[config.mk]
export PLATFORM = sky130hd
export DESIGN_NAME = prl_rx_event_arb_flat
export DESIGN_NICKNAME = d
export VERILOG_FILES = /design/src/rtl/prl_rx_event_arb_if.sv /design/src/rtl/prl_rx_event_arb.sv /design/src/flat_wrapper.sv
export SDC_FILE = /design/constraint.sdc
export NUM_CORES = 1
export LEC_CHECK = 0
export ABC_AREA = 1
export CAP_MARGIN = 25
export CELL_PAD_IN_SITES_DETAIL_PLACEMENT = 1
export CELL_PAD_IN_SITES_GLOBAL_PLACEMENT = 1
export CORE_MARGIN = 2
export CORE_UTILIZATION = 35
export DETAILED_ROUTE_END_ITERATION = 6
export PLACE_DENSITY_LB_ADDON = 0.1
export SLEW_MARGIN = 40
export SYNTH_ARGS = -nofsm -noshare
export SYNTH_HDL_FRONTEND = slang
export SYNTH_SLANG_ARGS = --single-unit
[constraint.sdc]
create_clock -name clk -period 3.6 [get_ports clk]
set_input_delay 0.72 -clock clk [delete_from_list [all_inputs] [get_ports clk]]
set_output_delay 0.72 -clock clk [all_outputs]
set_load 0.01 [all_outputs]
[src/rtl/prl_rx_event_arb_if.sv]
`default_nettype none
// +----------------------------------------------------------------------------+
// | prl_rx_event_arb_if                                                        |
// | Source pulses, PE event channel and drop counter for prl_rx_event_arb.     |
// | Revision: 1.0                                                              |
// +----------------------------------------------------------------------------+
interface prl_rx_event_arb_if #(
  parameter int INFO_W = 49,
  parameter int DROP_W = 4
);
  logic              rx_evt_en;
  logic [2:0]        rx_evt_result;
  logic [6:0]        rx_evt_type;
  logic [2:0]        rx_evt_sop;
  logic [INFO_W-1:0] rx_evt_info;
  logic              tx_evt_en;
  logic [2:0]        tx_evt_result;
  logic [2:0]        tx_evt_sop;
  logic              hr_evt_en;
  logic [2:0]        hr_evt_sop;
  logic              pe_evt_valid;
  logic              pe_evt_ready;
  logic [1:0]        pe_evt_src;
  logic [2:0]        pe_evt_result;
  logic [6:0]        pe_evt_type;
  logic [2:0]        pe_evt_sop;
  logic [INFO_W-1:0] pe_evt_info;
  logic [DROP_W-1:0] drop_cnt;
  logic              drop_clr;
  logic              busy;

  modport master (
    output rx_evt_en, rx_evt_result, rx_evt_type, rx_evt_sop, rx_evt_info,
    output tx_evt_en, tx_evt_result, tx_evt_sop,
    output hr_evt_en, hr_evt_sop,
    output pe_evt_ready, drop_clr,
    input  pe_evt_valid, pe_evt_src, pe_evt_result, pe_evt_type, pe_evt_sop,
    input  pe_evt_info, drop_cnt, busy
  );

  modport slave (
    input  rx_evt_en, rx_evt_result, rx_evt_type, rx_evt_sop, rx_evt_info,
    input  tx_evt_en, tx_evt_result, tx_evt_sop,
    input  hr_evt_en, hr_evt_sop,
    input  pe_evt_ready, drop_clr,
    output pe_evt_valid, pe_evt_src, pe_evt_result, pe_evt_type, pe_evt_sop,
    output pe_evt_info, drop_cnt, busy
  );
endinterface
`default_nettype wire

[src/rtl/prl_rx_event_arb.sv]
`default_nettype none
// +----------------------------------------------------------------------------+
// | prl_rx_event_arb                                                           |
// | Arbitrates RX/TX/hard-reset events onto a back-pressured PE event channel. |
// | Revision: 1.0                                                              |
// +----------------------------------------------------------------------------+
module prl_rx_event_arb #(
  parameter int INFO_W = 49,
  parameter int DROP_W = 4
) (
  input  wire                 clk,
  input  wire                 rst,
  prl_rx_event_arb_if.slave   bus
);

  localparam logic [1:0] c_SRC_RX = 2'd0;
  localparam logic [1:0] c_SRC_TX = 2'd1;
  localparam logic [1:0] c_SRC_HR = 2'd2;

  logic              r_rx_pend, r_tx_pend, r_hr_pend;
  logic [2:0]        r_rx_result, r_rx_sop, r_tx_result, r_tx_sop, r_hr_sop;
  logic [6:0]        r_rx_type;
  logic [INFO_W-1:0] r_rx_info;
  logic              r_valid;
  logic [1:0]        r_src;
  logic [2:0]        r_result, r_sop;
  logic [6:0]        r_type;
  logic [INFO_W-1:0] r_info;
  logic [DROP_W-1:0] r_drop_cnt;
  logic              r_busy;

  logic              w_rx_pend, w_tx_pend, w_hr_pend;
  logic [2:0]        w_rx_result, w_rx_sop, w_tx_result, w_tx_sop, w_hr_sop;
  logic [6:0]        w_rx_type;
  logic [INFO_W-1:0] w_rx_info;
  logic              w_valid;
  logic [1:0]        w_src;
  logic [2:0]        w_result, w_sop;
  logic [6:0]        w_type;
  logic [INFO_W-1:0] w_info;
  logic [DROP_W-1:0] w_drop_cnt;
  logic              w_busy;

  logic              w_free, w_load_hr, w_load_rx, w_load_tx;
  logic              w_rx_drop, w_tx_drop, w_hr_drop;
  logic [1:0]        w_drop_inc;
  logic [DROP_W+1:0] w_drop_sum;

  // Arbitration only looks at flags held at the start of the cycle; a hard
  // reset in this cycle also blocks RX/TX from moving into the output.
  always_comb begin
    w_free    = !r_valid || bus.pe_evt_ready;
    w_load_hr = w_free && r_hr_pend;
    w_load_rx = w_free && !r_hr_pend && r_rx_pend && !bus.hr_evt_en;
    w_load_tx = w_free && !r_hr_pend && !r_rx_pend && r_tx_pend && !bus.hr_evt_en;

    w_rx_drop = bus.rx_evt_en && !bus.hr_evt_en && r_rx_pend && !w_load_rx;
    w_tx_drop = bus.tx_evt_en && !bus.hr_evt_en && r_tx_pend && !w_load_tx;
    w_hr_drop = bus.hr_evt_en && r_hr_pend && !w_load_hr;
    w_drop_inc = {1'b0, w_rx_drop} + {1'b0, w_tx_drop} + {1'b0, w_hr_drop};
    w_drop_sum = {2'b00, r_drop_cnt} + (DROP_W+2)'(w_drop_inc);
  end

  always_comb begin
    w_rx_pend   = r_rx_pend;
    w_rx_result = r_rx_result;
    w_rx_type   = r_rx_type;
    w_rx_sop    = r_rx_sop;
    w_rx_info   = r_rx_info;
    w_tx_pend   = r_tx_pend;
    w_tx_result = r_tx_result;
    w_tx_sop    = r_tx_sop;
    w_hr_pend   = r_hr_pend;
    w_hr_sop    = r_hr_sop;
    w_valid     = r_valid;
    w_src       = r_src;
    w_result    = r_result;
    w_type      = r_type;
    w_sop       = r_sop;
    w_info      = r_info;
    w_drop_cnt  = r_drop_cnt;

    if (bus.hr_evt_en) begin
      w_rx_pend = 1'b0;
    end else if (bus.rx_evt_en && !w_rx_drop) begin
      w_rx_pend   = 1'b1;
      w_rx_result = bus.rx_evt_result;
      w_rx_type   = bus.rx_evt_type;
      w_rx_sop    = bus.rx_evt_sop;
      w_rx_info   = bus.rx_evt_info;
    end else if (w_load_rx) begin
      w_rx_pend = 1'b0;
    end

    if (bus.hr_evt_en) begin
      w_tx_pend = 1'b0;
    end else if (bus.tx_evt_en && !w_tx_drop) begin
      w_tx_pend   = 1'b1;
      w_tx_result = bus.tx_evt_result;
      w_tx_sop    = bus.tx_evt_sop;
    end else if (w_load_tx) begin
      w_tx_pend = 1'b0;
    end

    if (bus.hr_evt_en && !w_hr_drop) begin
      w_hr_pend = 1'b1;
      w_hr_sop  = bus.hr_evt_sop;
    end else if (w_load_hr) begin
      w_hr_pend = 1'b0;
    end

    if (w_load_hr) begin
      w_valid  = 1'b1;
      w_src    = c_SRC_HR;
      w_result = 3'd0;
      w_type   = 7'd0;
      w_sop    = r_hr_sop;
      w_info   = '0;
    end else if (w_load_rx) begin
      w_valid  = 1'b1;
      w_src    = c_SRC_RX;
      w_result = r_rx_result;
      w_type   = r_rx_type;
      w_sop    = r_rx_sop;
      w_info   = r_rx_info;
    end else if (w_load_tx) begin
      w_valid  = 1'b1;
      w_src    = c_SRC_TX;
      w_result = r_tx_result;
      w_type   = 7'd0;
      w_sop    = r_tx_sop;
      w_info   = '0;
    end else if (w_free) begin
      w_valid = 1'b0;
    end else if (bus.hr_evt_en && r_src != c_SRC_HR) begin
      // A stalled RX/TX entry is stale once a hard reset arrives.
      w_valid = 1'b0;
    end

    if (bus.drop_clr) begin
      w_drop_cnt = '0;
    end else if (w_drop_sum[DROP_W+1:DROP_W] != 2'b00) begin
      w_drop_cnt = '1;
    end else begin
      w_drop_cnt = w_drop_sum[DROP_W-1:0];
    end

    w_busy = w_rx_pend || w_tx_pend || w_hr_pend || w_valid;
  end

  always_ff @(posedge clk) begin
    if (rst) begin
      r_rx_pend   <= 1'b0;
      r_rx_result <= '0;
      r_rx_type   <= '0;
      r_rx_sop    <= '0;
      r_rx_info   <= '0;
      r_tx_pend   <= 1'b0;
      r_tx_result <= '0;
      r_tx_sop    <= '0;
      r_hr_pend   <= 1'b0;
      r_hr_sop    <= '0;
      r_valid     <= 1'b0;
      r_src       <= '0;
      r_result    <= '0;
      r_type      <= '0;
      r_sop       <= '0;
      r_info      <= '0;
      r_drop_cnt  <= '0;
      r_busy      <= 1'b0;
    end else begin
      r_rx_pend   <= w_rx_pend;
      r_rx_result <= w_rx_result;
      r_rx_type   <= w_rx_type;
      r_rx_sop    <= w_rx_sop;
      r_rx_info   <= w_rx_info;
      r_tx_pend   <= w_tx_pend;
      r_tx_result <= w_tx_result;
      r_tx_sop    <= w_tx_sop;
      r_hr_pend   <= w_hr_pend;
      r_hr_sop    <= w_hr_sop;
      r_valid     <= w_valid;
      r_src       <= w_src;
      r_result    <= w_result;
      r_type      <= w_type;
      r_sop       <= w_sop;
      r_info      <= w_info;
      r_drop_cnt  <= w_drop_cnt;
      r_busy      <= w_busy;
    end
  end

  assign bus.pe_evt_valid  = r_valid;
  assign bus.pe_evt_src    = r_src;
  assign bus.pe_evt_result = r_result;
  assign bus.pe_evt_type   = r_type;
  assign bus.pe_evt_sop    = r_sop;
  assign bus.pe_evt_info   = r_info;
  assign bus.drop_cnt      = r_drop_cnt;
  assign bus.busy          = r_busy;

endmodule
`default_nettype wire

[src/flat_wrapper.sv]
// flat-port wrapper written by rule: the top's interface ports become plain ports
module prl_rx_event_arb_flat 
#(
  parameter int INFO_W = 49,
  parameter int DROP_W = 4
)
  (clk, rst, bus_rx_evt_en, bus_rx_evt_result, bus_rx_evt_type, bus_rx_evt_sop, bus_rx_evt_info, bus_tx_evt_en, bus_tx_evt_result, bus_tx_evt_sop, bus_hr_evt_en, bus_hr_evt_sop, bus_pe_evt_ready, bus_drop_clr, bus_pe_evt_valid, bus_pe_evt_src, bus_pe_evt_result, bus_pe_evt_type, bus_pe_evt_sop, bus_pe_evt_info, bus_drop_cnt, bus_busy);
  prl_rx_event_arb_if #(.INFO_W(INFO_W), .DROP_W(DROP_W)) bus_i ();
  input  wire clk;
  input  wire rst;
  input wire logic [$bits(bus_i.rx_evt_en)-1:0] bus_rx_evt_en;
  input wire logic [$bits(bus_i.rx_evt_result)-1:0] bus_rx_evt_result;
  input wire logic [$bits(bus_i.rx_evt_type)-1:0] bus_rx_evt_type;
  input wire logic [$bits(bus_i.rx_evt_sop)-1:0] bus_rx_evt_sop;
  input wire logic [$bits(bus_i.rx_evt_info)-1:0] bus_rx_evt_info;
  input wire logic [$bits(bus_i.tx_evt_en)-1:0] bus_tx_evt_en;
  input wire logic [$bits(bus_i.tx_evt_result)-1:0] bus_tx_evt_result;
  input wire logic [$bits(bus_i.tx_evt_sop)-1:0] bus_tx_evt_sop;
  input wire logic [$bits(bus_i.hr_evt_en)-1:0] bus_hr_evt_en;
  input wire logic [$bits(bus_i.hr_evt_sop)-1:0] bus_hr_evt_sop;
  input wire logic [$bits(bus_i.pe_evt_ready)-1:0] bus_pe_evt_ready;
  input wire logic [$bits(bus_i.drop_clr)-1:0] bus_drop_clr;
  output wire logic [$bits(bus_i.pe_evt_valid)-1:0] bus_pe_evt_valid;
  output wire logic [$bits(bus_i.pe_evt_src)-1:0] bus_pe_evt_src;
  output wire logic [$bits(bus_i.pe_evt_result)-1:0] bus_pe_evt_result;
  output wire logic [$bits(bus_i.pe_evt_type)-1:0] bus_pe_evt_type;
  output wire logic [$bits(bus_i.pe_evt_sop)-1:0] bus_pe_evt_sop;
  output wire logic [$bits(bus_i.pe_evt_info)-1:0] bus_pe_evt_info;
  output wire logic [$bits(bus_i.drop_cnt)-1:0] bus_drop_cnt;
  output wire logic [$bits(bus_i.busy)-1:0] bus_busy;
  assign bus_i.rx_evt_en = bus_rx_evt_en;
  assign bus_i.rx_evt_result = bus_rx_evt_result;
  assign bus_i.rx_evt_type = bus_rx_evt_type;
  assign bus_i.rx_evt_sop = bus_rx_evt_sop;
  assign bus_i.rx_evt_info = bus_rx_evt_info;
  assign bus_i.tx_evt_en = bus_tx_evt_en;
  assign bus_i.tx_evt_result = bus_tx_evt_result;
  assign bus_i.tx_evt_sop = bus_tx_evt_sop;
  assign bus_i.hr_evt_en = bus_hr_evt_en;
  assign bus_i.hr_evt_sop = bus_hr_evt_sop;
  assign bus_i.pe_evt_ready = bus_pe_evt_ready;
  assign bus_i.drop_clr = bus_drop_clr;
  assign bus_pe_evt_valid = bus_i.pe_evt_valid;
  assign bus_pe_evt_src = bus_i.pe_evt_src;
  assign bus_pe_evt_result = bus_i.pe_evt_result;
  assign bus_pe_evt_type = bus_i.pe_evt_type;
  assign bus_pe_evt_sop = bus_i.pe_evt_sop;
  assign bus_pe_evt_info = bus_i.pe_evt_info;
  assign bus_drop_cnt = bus_i.drop_cnt;
  assign bus_busy = bus_i.busy;
  prl_rx_event_arb #(.INFO_W(INFO_W), .DROP_W(DROP_W)) u_core (.clk(clk), .rst(rst), .bus(bus_i));
endmodule
After elaboration in Yosys (flattened, before gate mapping) --
Index checks and enable logic that the tools add are counted.
Operators by class: add/sub/neg operators 3, $mul 0, divide/modulo/power cells 0, order comparisons 0, equal/unequal tests 1, shift-type cells 0, multiplexer cells 26, bitwise logic cells 1, reduce and logical (&&, ||, !) cells 41
Operator list (count):
- $mux W49 | 2
- $logic_and A1 B1 Y1 | 19
- $mux W3 | 5
- $mux W7 | 2
- $mux W1 | 13
- $logic_not A1 Y1 | 10
- $mux W2 | 3
- $add A4 B2 Y5 | 1
- $logic_or A1 B1 Y1 | 4
- $mux W4 | 1
- $reduce_and A2 Y1 | 2
- $reduce_bool A2 Y1 | 2
- $reduce_or A2 Y1 | 2
- $reduce_bool A3 Y1 | 1
- $reduce_or A3 Y1 | 1
- $add A1 B1 Y2 | 1
- $add A2 B1 Y2 | 1
- $ne A2 B2 Y1 const B | 1
- $not A1 Y1 | 1
Word-level totals: bits in registers 144, latch bits 0, memory bits (writable) 0, bits in read-only memories 0, bits of input ports 78, output and inout bits 70, logic and storage cells 91, memories 0

Logic depth before layout (Yosys ltp) --
Gate-level depths: netlist of the first run.
depth in word-level cells 15, gate-level depth with buffers 12, depth with buffers taken out 12

Worst setup path after synthesis of the first run --
OpenSTA, ideal clock, no wires.
kind input to register, start point input port bus_hr_evt_en, end point register u_core.r_drop_cnt[3], in the netlist u_core.bus.drop_cnt[3], setup time 0.118 ns, arrival time 2.787 ns, data required time 3.482 ns, slack 0.695 ns, stages 12, buffers on the path 0, cells stage by stage inv_2 nand2_2 nor2_2 nand2_2 nand2_2 nor2_1 fa_1 ha_1 fa_1 or2_2 nor3_1 nor3_1
On the way: cells in the longest elaborated chain, start to end 9, elaborated cells between the ends (all ways) 18, those cells by class add/sub (3); mux (1); reduce/logical (14)
RTL lines:
- start, declared | RTL line flat_wrapper.sv:19 | input wire logic [$bits(bus_i.hr_evt_en)-1:0] bus_hr_evt_en;
- $logic_not A1 Y1
- $logic_and A1 B1 Y1, on equally long branches
- $logic_and A1 B1 Y1 (tied with other cells) | RTL line prl_rx_event_arb.sv:57 | w_rx_drop = bus.rx_evt_en && !bus.hr_evt_en && r_rx_pend && !w_load_rx;
- $logic_and A1 B1 Y1, on equally long branches | RTL line prl_rx_event_arb.sv:57, prl_rx_event_arb.sv:58
- $add A1 B1 Y2 | RTL line prl_rx_event_arb.sv:60 | w_drop_inc = {1'b0, w_rx_drop} + {1'b0, w_tx_drop} + {1'b0, w_hr_drop};
- $add A2 B1 Y2 (*) | RTL line prl_rx_event_arb.sv:60
- $add A4 B2 Y5 (*) | RTL line prl_rx_event_arb.sv:61 | w_drop_sum = {2'b00, r_drop_cnt} + (DROP_W+2)'(w_drop_inc);
- $reduce_bool A2 Y1 | RTL line prl_rx_event_arb.sv:142 | end else if (w_drop_sum[DROP_W+1:DROP_W] != 2'b00) begin
- $mux W4 (*) | RTL line prl_rx_event_arb.sv:142
- end signal, assigned | RTL line prl_rx_event_arb.sv:188 | r_drop_cnt <= w_drop_cnt;
- end, declared | RTL line prl_rx_event_arb.sv:29 | logic [DROP_W-1:0] r_drop_cnt;
Every way passes the cells marked *; elsewhere a longest branch is shown, timed or not. A chain may end at the register's enable or synchronous reset.

Worst setup path in the final report of the first run --
start point input port bus_pe_evt_ready, end point register u_core.r_drop_cnt[3], in the netlist u_core.bus.drop_cnt[3]
On the way: cells in the longest elaborated chain, start to end 12, elaborated cells between the ends (all ways) 19, those cells by class add/sub (3); mux (1); reduce/logical (15)
RTL lines:
- start, declared | RTL line flat_wrapper.sv:21 | input wire logic [$bits(bus_i.pe_evt_ready)-1:0] bus_pe_evt_ready;
- $logic_or A1 B1 Y1 (*) | RTL line prl_rx_event_arb.sv:52 | w_free = !r_valid || bus.pe_evt_ready;
- $logic_and A1 B1 Y1 | RTL line prl_rx_event_arb.sv:54, prl_rx_event_arb.sv:55
- $logic_and A1 B1 Y1 (3 in series) | RTL line prl_rx_event_arb.sv:55 | w_load_tx = w_free && !r_hr_pend && !r_rx_pend && r_tx_pend && !bus.hr_evt_en;
- $logic_not A1 Y1 | RTL line prl_rx_event_arb.sv:58 | w_tx_drop = bus.tx_evt_en && !bus.hr_evt_en && r_tx_pend && !w_load_tx;
- $logic_and A1 B1 Y1 | RTL line prl_rx_event_arb.sv:58
- $add A1 B1 Y2 | RTL line prl_rx_event_arb.sv:60
- $add A2 B1 Y2 (*) | RTL line prl_rx_event_arb.sv:60
- $add A4 B2 Y5 (*) | RTL line prl_rx_event_arb.sv:61
- $reduce_bool A2 Y1 | RTL line prl_rx_event_arb.sv:142
- $mux W4 (*) | RTL line prl_rx_event_arb.sv:142
Marks and branches as above.

==> results.toml, run 1 <==
[outcome]
outcome = "completed"

[synth]
ys_seq_elements = 144
avgSynthCellArea_um2 = 8.12
yosysWarnings = 0
ys_types = 31
synth_nets = 768
seq_area_frac_synth = 0.518
syn_area_um2 = 5570
synth_top_area_cell = "dfxtp_1"
synth.top_cells.by_area = "dfxtp_1 52%, nor2_1 9.2%, a21oi_1 6.4%, nand2_1 6.0%, nand3_1 4.9%"
synthCells = 686
synthDominantCellAreaShare = 0.518

[clocking]
cts_max_level = 4
hold_buffers = 0
cts.path.max_buffers = 2
clkSinkCount = 144
ctsResizeCount = 0
cts_root_buffer = "clkbuf_16"
clk_pin_slew_worst_paths_ns = 0.06
cts_buffers = 17
clk_latency_ns = 0.42
tritoncts = "done"
post_cts_buffers = 0

[setup_path]
crit_fanout = 7
cp-end-kind = "flip-flop"
critPathKind = "primary input to flip-flop"
cp.required_ns = 3.91
worst-endpoint-arrival_ns = 3.40
worstSetupStartpointType = "primary input"

[floorplanning]
io_pins = 148
die_h_um = 130
core_um2 = 15700
num_rows = 46
fp.dieW_um = 130
dieArea_um2 = 16900
start_util = 0.354

[global_route]
antenna_found_initial = 0
gr-usage-all-layers = 0.201
grt_max_degree = 65
grt_overflow = 0
grt_pass1_vias = 5370
grt_pass1_wl_um = 26600

[min_path]
hold_path.class = "flip-flop to flip-flop"

[place]
io_buffers = 147
dpl-instance-area_um2 = 7100
hpwl_um = 11000
place_congestion = 0.795

[route]
postRouteAntennaNets = 0
first_pass_iters = 4
drt_iter0_markers = 201
vias = 5137
via_per_inst = 4.92
routed_wl_um = 16600
wire_per_inst_um = 15.9
drc_errors = 0

[power_and_ir_drop]
peakVddDrop_uv = 331
p_total_uw = 3900
power.density_nw_per_um2 = 504
leakage_uw = 0.00283

[timing]
max_freq_mhz = 323
hold_ws_ns = 0.460
setup_viol = 0
relSlewSlack = 0.598
tns_ns = 0
hold_viol_final = 0
slew_viol_final = 0
tightestPinTransition_ns = 0.603
rsz0062_at_grt = "false"
timing.final.crit_share = 0.859
fin_skew_ns = 0.00687
min_period_ns = 3.09

[run]
drv_cap = 0

[layout]
nets = 897
drive_gt1_frac = 0.0918
post-route-cell-area_um2 = 7740
antenna_cells = 0
nFillCells = 1860
area_growth_syn_to_layout_pct = 39.1
final_common_cell = "clkdlybuf4s50_1"
final_cell_mix = "147 x clkdlybuf4s50_1, 144 x dfxtp_1, 137 x nor2_1"
==> stage by stage <==
stage	std cells	worst slack, ns	utilization
4_1_cts	1044	0.535	0.493
6_report	1044	0.508	0.493
3_3_place_gp	1012	0.272	0.452
2_1_floorplan	686	0.695	-
5_1_grt	1044	0.359	0.493
3_5_place_dp	1012	0.0856	0.452
==> cell families after synthesis <==
kind of cell	synth area share
flip-flops	0.518
AND/OR/NAND/NOR	0.258
adder cells (fa/ha/maj)	0.0117
buffers and inverters	0.0778
AO/OA/AOI/OAI	0.135
==> critical path: stages <==
cell             delay, ns
clkdlybuf4s50_1       0.40
inv_1                 0.10
nand2_2               0.13
inv_1                 0.10
nand2_1               0.10
nor2_1                0.17
fa_1                  0.44
ha_1                  0.24
fa_1                  0.41
or2_2                 0.33
nor3_1                0.17
nor3_1                0.06
==> Yosys cell counts <==
master	n
a211oi_1	1
a21oi_1	71
a21oi_2	3
buf_12	2
buf_2	14
buf_4	9
buf_6	2
buf_8	5
clkbuf_1	15
clkinv_1	1
dfxtp_1	144
fa_1	2
ha_1	2
inv_1	23
inv_2	3
nand2_1	89
nand2_2	6
nand2_4	1
nand3_1	55
nand3_2	15
nand3_4	1
nand4_1	7
nand4_2	1
nor2_1	137
nor2_2	1
nor2_4	1
nor3_1	3
o211ai_1	3
o21ai_0	46
o21ai_1	22
or2_2	1
==> layout make-up <==
type / instances / area, um2 / share of cell area
repair buffers: 157 / 1590 / 0.205
clock buffers: 20 / 457 / 0.0590
flip-flops and latches: 144 / 2880 / 0.372
multi-input cells: 468 / 2260 / 0.292
inverters: 27 / 101 / 0.0131
well taps: 216 / 270 / 0.0349
clock inverters: 12 / 183 / 0.0236
==> flip-flops by register name (all words and copies together), names as in the netlist <==
signal / count
u_core.bus.pe_evt_info: 49
u_core.r_rx_info: 49
u_core.bus.pe_evt_type: 7
u_core.r_rx_type: 7
u_core.bus.drop_cnt: 4
u_core.bus.pe_evt_result: 3
u_core.bus.pe_evt_sop: 3
u_core.r_hr_sop: 3
u_core.r_rx_result: 3
u_core.r_rx_sop: 3
u_core.r_tx_result: 3
u_core.r_tx_sop: 3
u_core.bus.pe_evt_src: 2
u_core.bus.busy: 1
u_core.bus.pe_evt_valid: 1
u_core.r_hr_pend: 1
u_core.r_rx_pend: 1
u_core.r_tx_pend: 1
==> path summary, 6_finish.rpt <==
check	start	end	slack, ns	cells past startpoint
hold / removal	u_core.r_rx_info[48]	u_core.bus.pe_evt_info[48]	0.46	2
setup / recovery	bus_pe_evt_ready	u_core.bus.drop_cnt[3]	0.51	12
setup reg to reg	u_core.bus.pe_evt_valid	u_core.bus.drop_cnt[3]	0.93	10
hold reg to reg	u_core.r_rx_info[48]	u_core.bus.pe_evt_info[48]	0.46	2
==> routing by layer <==
layer | GRT usage | vias up | share of wire
li1 | - | 2514 | -
met1 | 0.237 | 2488 | 0.43
met2 | 0.359 | 120 | 0.50
met3 | 0.0517 | 15 | 0.053
met4 | 0.0639 | 0 | 0.014
met5 | 0 | - | 0
==> report_power, final <==
part | switching [uW] | total [uW] | internal (uW)
Clock | 688 | 1890 | 1200
Combinational | 173 | 325 | 151
Sequential | 33.6 | 1690 | 1660
No activity file was read; power rests on OpenSTA's default activity.
==> run 2, diff against run 1 <==
--- a/config.mk
+++ b/config.mk
@@ -12,8 +12,10 @@
 export CORE_MARGIN = 2
 export CORE_UTILIZATION = 35
 export DETAILED_ROUTE_END_ITERATION = 6
+export GPL_TIMING_DRIVEN = 1
 export PLACE_DENSITY_LB_ADDON = 0.1
-export SLEW_MARGIN = 40
+export SKIP_LAST_GASP = 1
+export SLEW_MARGIN = 10
 export SYNTH_ARGS = -nofsm -noshare
 export SYNTH_HDL_FRONTEND = slang
 export SYNTH_SLANG_ARGS = --single-unit
==> run 2 against run 1 <==
Die area unchanged. Combinational power about the same. Flip-flop and latch count unchanged. Critical path type unchanged. Largest power group unchanged. Final area about the same.
==> results.toml, run 2 (synthesis results as in run 1) <==
[timing]
tns_ns = 0
fin_skew_ns = 0.00686
min_period_ns = 3.08
max_freq_mhz = 325
relSlewSlack = 0.442
timing.final.crit_share = 0.855
tightestPinTransition_ns = 0.836
hold_viol_final = 0
setup_viol = 0
slew_viol_final = 0
rsz0062_at_grt = "false"

[layout]
fin_cells = 1044
antenna_cells = 0
final_common_cell = "clkdlybuf4s50_1"
nFillCells = 1860
final_cell_mix = "147 x clkdlybuf4s50_1, 144 x dfxtp_1, 137 x nor2_1"
drive_gt1_frac = 0.0918
nets = 897
utilization = 0.493
area_growth_syn_to_layout_pct = 39.0

[global_route]
grt_max_degree = 65
grt_overflow = 0
grt_pass1_vias = 5370
gr-usage-all-layers = 0.201
antenna_found_initial = 0
grt_pass1_wl_um = 26600

[outcome]
outcome = "completed"

[floorplanning]
start_util = 0.354
dieArea_um2 = 16900
fp.dieW_um = 130
io_pins = 148
die_h_um = 130
num_rows = 46
core_um2 = 15700

[power_and_ir_drop]
power_switching_uw = 897
power.density_nw_per_um2 = 505
clkPwrFrac = 0.484
p_total_uw = 3910
comb_power_share = 0.083
p_seq_frac = 0.433
peakVddDrop_uv = 330
leakage_uw = 0.00283
internal_power_uw = 3010
switching_share = 0.230

[place]
dp.cells = 1012
hpwl_um = 11000
io_buffers = 147
place_congestion = 0.795

[route]
postRouteAntennaNets = 0
vias = 5119
drt_iter0_markers = 215
via_per_inst = 4.90
wire_per_inst_um = 15.9
first_pass_iters = 4
drc_errors = 0
routed_wl_um = 16600

[clocking]
cts_max_level = 4
post_cts_buffers = 0
tritoncts = "done"
cts_buffers = 17
cts.path.max_buffers = 2
hold_buffers = 0
cts_root_buffer = "clkbuf_16"
clk_latency_ns = 0.41
clk_pin_slew_worst_paths_ns = 0.06
ctsResizeCount = 0
clkSinkCount = 144

[setup_path]
reg2reg_from = "u_core.bus.pe_evt_valid"
cp.required_ns = 3.91
worstSetupStartpointType = "primary input"
cp-end-kind = "flip-flop"
critPathKind = "primary input to flip-flop"
worst-endpoint-arrival_ns = 3.39
critPathLaunch = "bus_pe_evt_ready"
crit_fanout = 7

[min_path]
hp-start = "u_core.r_rx_info[48]"
hold_path.class = "flip-flop to flip-flop"

[run]
drv_cap = 0
==> run 2: changes by cell type in the layout (fill, tap and decap cells not counted) <==
| cell | delta |
|---|---|
| buf_4 | +1 |
| buf_6 | -1 |
==> run 2: final timing paths <==
path	end	slack [ns]	cells past startpoint
setup / recovery	u_core.bus.drop_cnt[3]	0.52	12
hold / removal	u_core.bus.pe_evt_info[48]	0.46	2
setup reg to reg	u_core.bus.drop_cnt[3]	0.95	10
hold reg to reg	u_core.bus.pe_evt_info[48]	0.46	2
==> run 2: final cells by class <==
| cell class | count | area (um2) | share of cell area |
|---|---|---|---|
| Clock buffer | 20 | 457 | 0.0590 |
| Clock inverter | 12 | 183 | 0.0236 |
| Inverter | 27 | 101 | 0.0131 |
| Tap cell | 216 | 270 | 0.0349 |
| Sequential cell | 144 | 2880 | 0.372 |
| Timing Repair Buffer | 157 | 1580 | 0.205 |
| Multi-Input combinational cell | 468 | 2260 | 0.292 |
==> run 2: critical path: stages <==
cell	delay, ns
clkdlybuf4s50_1	0.40
inv_1	0.10
nand2_2	0.13
inv_1	0.10
nand2_1	0.10
nor2_1	0.17
fa_1	0.44
ha_1	0.24
fa_1	0.42
or2_2	0.33
nor3_1	0.16
nor3_1	0.06
==> run 2: through the flow <==
stage / hold slack [ns] / worst slack (ns) / area (um2)
after global placement: 0.449 / 0.272 / 7100
after global routing: 0.484 / 0.359 / 7740
final: 0.460 / 0.520 / 7740
after detailed placement: 0.456 / 0.0856 / 7100
after floorplan: 0.441 / 0.695 / 5570
after CTS: 0.465 / 0.535 / 7740
==> run 2: power groups by stage <==
| stage | Combinational [uW] | Sequential (uW) | Clock, uW |
|---|---|---|---|
| 6_report | 324 | 1690 | 1890 |
| 5_1_grt | 363 | 1700 | 1990 |
| 4_1_cts | 331 | 1690 | 1920 |
| 3_5_place_dp | 329 | 1730 | 0 |
| 3_3_place_gp | 318 | 1720 | 0 |
| 2_1_floorplan | 173 | 1720 | 0 |
==> run 2: metal layers <==
| metal | track usage | up-vias | share of wire |
|---|---|---|---|
| met3 | 0.0517 | 15 | 0.051 |
| met1 | 0.237 | 2479 | 0.44 |
| li1 | - | 2514 | - |
| met5 | 0 | - | 0 |
| met2 | 0.359 | 111 | 0.50 |
| met4 | 0.0639 | 0 | 0.013 |
